<file path="src/rtl/ram_fifo_ctrl.sv">
// FIFO controller for an external dual-port block RAM: owns the read/write pointers,
// occupancy count and status flags, and re-times the RAM's one-cycle read latency.
module ram_fifo_ctrl #(
    parameter int MEM_WIDTH      = 16,
    parameter int ADDR_SIZE      = 10,
    parameter int ALMOST_FULL_TH = 1020
) (
    input  logic                 clk,
    input  logic                 rst,
    input  logic                 push,
    input  logic [MEM_WIDTH-1:0] push_data,
    input  logic                 pop,
    output logic [MEM_WIDTH-1:0] pop_data,
    output logic                 pop_valid,
    output logic                 full,
    output logic                 empty,
    output logic                 almost_full,
    output logic [ADDR_SIZE:0]   count,
    output logic                 overflow,
    output logic                 underflow,
    output logic [MEM_WIDTH-1:0] ram_din,
    output logic [ADDR_SIZE-1:0] ram_addr_wr,
    output logic [ADDR_SIZE-1:0] ram_addr_rd,
    output logic                 ram_wr_en,
    output logic                 ram_rd_en,
    output logic                 ram_blk_select,
    input  logic [MEM_WIDTH-1:0] ram_dout
);

    localparam logic [ADDR_SIZE:0]   DEPTH_C = {1'b1, {ADDR_SIZE{1'b0}}};
    localparam logic [ADDR_SIZE:0]   AF_TH_C = (ADDR_SIZE + 1)'(ALMOST_FULL_TH);
    localparam logic [ADDR_SIZE:0]   CNT_ONE = {{ADDR_SIZE{1'b0}}, 1'b1};
    localparam logic [ADDR_SIZE-1:0] PTR_ONE = {{(ADDR_SIZE - 1){1'b0}}, 1'b1};

    logic [ADDR_SIZE-1:0] wr_ptr;
    logic [ADDR_SIZE-1:0] rd_ptr;
    logic                 push_acc;
    logic                 pop_acc;

    // Handshake: push/pop are requests with no ready; a request is accepted in the cycle it is
    // high iff the FIFO is not full/empty (and not in reset). Rejected requests are dropped and
    // reported one cycle later on overflow/underflow. An accepted pop yields pop_valid=1 with
    // pop_data the next cycle. Reset gating keeps the RAM strobes quiet while rst is high.
    assign push_acc = push & ~full & ~rst;
    assign pop_acc  = pop & ~empty & ~rst;

    assign full        = (count == DEPTH_C);
    assign empty       = (count == '0);
    assign almost_full = (count >= AF_TH_C);

    assign ram_din        = push_data;
    assign ram_addr_wr    = wr_ptr;
    assign ram_addr_rd    = rd_ptr;
    assign ram_wr_en      = push_acc;
    assign ram_rd_en      = pop_acc;
    assign ram_blk_select = push_acc | pop_acc;
    assign pop_data       = ram_dout;

    always_ff @(posedge clk) begin
        if (rst) begin
            wr_ptr    <= '0;
            rd_ptr    <= '0;
            count     <= '0;
            pop_valid <= 1'b0;
            overflow  <= 1'b0;
            underflow <= 1'b0;
        end else begin
            if (push_acc) wr_ptr <= wr_ptr + PTR_ONE;
            if (pop_acc)  rd_ptr <= rd_ptr + PTR_ONE;
            // Simultaneous accepted push and pop leave the occupancy unchanged.
            case ({push_acc, pop_acc})
                2'b10:   count <= count + CNT_ONE;
                2'b01:   count <= count - CNT_ONE;
                default: count <= count;
            endcase
            pop_valid <= pop_acc;
            overflow  <= push & full;
            underflow <= pop & empty;
        end
    end

endmodule

</file>
<file path="config.mk">
export PLATFORM = sky130hd
export DESIGN_NAME = ram_fifo_ctrl
export DESIGN_NICKNAME = d
export VERILOG_FILES = /design/src/rtl/ram_fifo_ctrl.sv
export SDC_FILE = /design/constraint.sdc
export NUM_CORES = 1
export LEC_CHECK = 0
export ABC_AREA = 1
export CORE_MARGIN = 2
export CORE_UTILIZATION = 46
export DETAILED_ROUTE_END_ITERATION = 10
export GPL_ROUTABILITY_DRIVEN = 1
export PLACE_DENSITY = 0.95
export SETUP_SLACK_MARGIN = 0.2
export SYNTH_ARGS = -nofsm -noshare
export SYNTH_HDL_FRONTEND = slang
export SYNTH_SLANG_ARGS = --single-unit
</file>
<file path="constraint.sdc">
create_clock -name clk -period 5.04 [get_ports clk]
set_input_delay 1.008 -clock clk [delete_from_list [all_inputs] [get_ports clk]]
set_output_delay 1.008 -clock clk [all_outputs]
set_load 0.02 [all_outputs]
</file>
==> impl_metrics.json <==
{
  "status": "finished, final reports clean",
  "globalplace.congestion": 0.873,
  "worst-endpoint-arrival_ps": 3120,
  "antenna_cells_inserted": 0,
  "total_core_area_um2": 5140,
  "slew_headroom_pct": 64.8,
  "maxClockFrequency_ghz": 0.242,
  "grt_setup_unrepaired": "false",
  "ys_warn_count": 0,
  "wl_per_cell_um": 12.2,
  "synth_area_leaders": "dfxtp_1, nand2_1, buf_4",
  "fin_tns_setup_ps": 0,
  "worst_setup_path_startpoint": "rst",
  "critical_path.max_stage_delay_ps": 710,
  "end_kind": "primary output",
  "firstDrtPassIters": 4,
  "synth_nets": 420,
  "sequential_area_share_after_synthesis_pct": 27.5,
  "rr_startpoint": "count[4]$_SDFFE_PP0P_",
  "critical_path_cell_by_cell": "clkdlybuf4s50_1 -> nor2_4 -> a21boi_2 -> clkdlybuf4s50_1",
  "detailedPlacementHpwl_um": 4270,
  "row_count": 26,
  "syn_avg_cell_area_um2": 6.69,
  "place_area_um2": 2740,
  "critPathKind": "in2out",
  "leak_pwr_nw": 1.28,
  "drt-initial-drc-count": 147,
  "antenna_violations_before_repair": 0,
  "critical_path_buf_inv_count": 2,
  "tightest_slew_ps": 526,
  "fin_worst_skew_ps": 4.81,
  "number_of_vias_per_cell": 4.97,
  "worst_ep_required_time_ps": 4030,
  "die-height_um": 77.3,
  "synthesis.instances": 370,
  "number_of_global_route_vias_before_repair": 2133,
  "synth.ff_latch_count": 34,
  "power_per_cell_area_nw_per_um2": 294,
  "global_route.overflow_total": 0,
  "postCtsSetupRepairBufs": 0,
  "route.vias.total": 2263,
  "synthDistinctLibCells": 25,
  "timing_hold_violations_final": 0,
  "boundaryPins": 108,
  "nNetsFinal": 434,
  "cts_tree": "yes",
  "flow.area_growth_from_synthesis_pct": 15.1,
  "synth_top_area_share_pct": 27.5,
  "critPathMostFrequentCell": "clkdlybuf4s50_1",
  "period_minus_ws_final_ps": 4130,
  "cts-root-to-sink-buffers": 2,
  "crit_path_start_kind": "primary input",
  "fin_cells": 455,
  "worstHoldPathType": "reg2reg",
  "hp-start": "ram_addr_wr[9]$_SDFFE_PP0P_",
  "clkSlewWorstSetupHoldPaths_ps": 70,
  "vdd_drop_max_mv": 0.143,
  "synth_largest_area_cell": "dfxtp_1",
  "starting_density_of_the_core_pct": 48.1,
  "cap_violations": 0,
  "critical-path-slowest-cell": "clkdlybuf4s50_1",
  "critical_path.top_delay_family": "buffers and inverters",
  "drive_gt1_share_pct": 4.94,
  "grt_first_pass_wirelength_um": 9270,
  "die_area_um2": 5980,
  "place_inst": 447,
  "cts-htree-levels": 2,
  "overall_routing_resource_usage_pct": 18.8,
  "crit_path_max_fanout": 11,
  "die-width_um": 77.3,
  "holdBufCountCts": 0,
  "fin_crit_sh_pct": 81.9,
  "portBuffers": 43,
  "clkSinkCount": 34,
  "finalSetupViolCount": 0,
  "clock-root-buffer": "clkbuf_8",
  "fin_max_slew_vios": 0,
  "post_cts.resized_instances": 0,
  "insertion_delay_ps": 290,
  "wl_um": 5560,
  "drc": 0,
  "ant_nets": 0,
  "grt_max_degree": 21,
  "synth_area_um2": 2470,
  "numCtsBuffers": 5,
  "final_cell_area_um2": 2850
}
-- sequential cells by signal (all words and copies together), names as in the netlist --
register,count
ram_addr_rd,10
pop_valid,1
overflow,1
ram_addr_wr,10
underflow,1
count,11
-- worst min-delay path, stage by stage, from the launching register on --
cell	delay, ps
dfxtp_1	330
nand2_1	70
a21oi_1	60
-- area by class of cell --
class	count	area, µm²
flip-flops and latches	34	681
well taps	70	87.6
multi-input cells	251	1350
fillers	512	2290
clock buffers	8	110
repair buffers	44	438
inverters	48	180
-- kinds of logic after synthesis --
logic type	after synthesis	share of synthesized area, %
buffers and inverters	85	17.9
xor gates and xnor gates	18	6.37
and+or+nand+nor	179	32.0
adders and majority gates	14	7.39
AOI/OAI and AO/OA	40	8.90
DFF	34	27.5
-- stage by stage --
stage / util (%) / hold WS (ps) / setup WS, ps / power, mW
final: 55.4 / 502 / 911 / 0.838
after global routing: 55.4 / 533 / 796 / 0.887
after CTS: 55.4 / 500 / 925 / 0.842
after detailed placement: 53.3 / 490 / 799 / 0.604
after global placement: 53.3 / 482 / 944 / 0.596
after floorplan: - / 560 / 1760 / 0.545
-- where the power goes --
group,internal [mW],switching [mW],total [mW]
combinational,0.110,0.176,0.286
sequential,0.289,0.0259,0.315
clock,0.138,0.0992,0.237
total,0.537,0.301,0.838
-- synth_stat cells --
cell type	count
clkbuf_1	2
buf_1	1
fa_1	1
inv_2	1
nand2_1	97
a21boi_2	2
buf_4	32
o21ai_0	6
a21oi_1	29
nand3b_1	2
inv_1	47
nor2_1	31
xnor2_1	3
nand3_1	31
buf_2	2
dfxtp_1	34
ha_1	13
a21boi_0	1
nor3_1	6
nand2_4	4
o21bai_1	1
xor2_1	15
a21o_1	1
nand4_1	5
nor2_4	3
-- cell usage in the layout, fill, tap and decap left out, drive strengths merged --
master and count:
nand3b 2, nand2 101, clkbuf 8, a21boi 3, ha 13, fa 1, a21o 1, nor3 6
a21oi 29, xnor2 3, clkdlybuf4s50 43, dfxtp 34, buf 1, nor2 34, xor2 15, o21ai 6
nand4 5, inv 48, nand3 31, o21bai 1
-- routing by layer --
layer / part of all wire, % / global-route usage (%)
met1: 43 / 21.5
met2: 51 / 34.2
met3: 5.2 / 5.81
met4: 1.0 / 4.29
met5: 0 / 0
-- worst paths after layout --
path / to / slack (ps) / depth (start not counted)
setup / recovery: ram_rd_en / 910 / 4
hold reg to reg: ram_addr_wr[9]$_SDFFE_PP0P_ / 500 / 2
setup reg to reg: count[6]$_SDFFE_PP0P_ / 2080 / 13
hold / removal: ram_addr_wr[9]$_SDFFE_PP0P_ / 500 / 2
No activity file was read; power rests on OpenSTA's default activity.
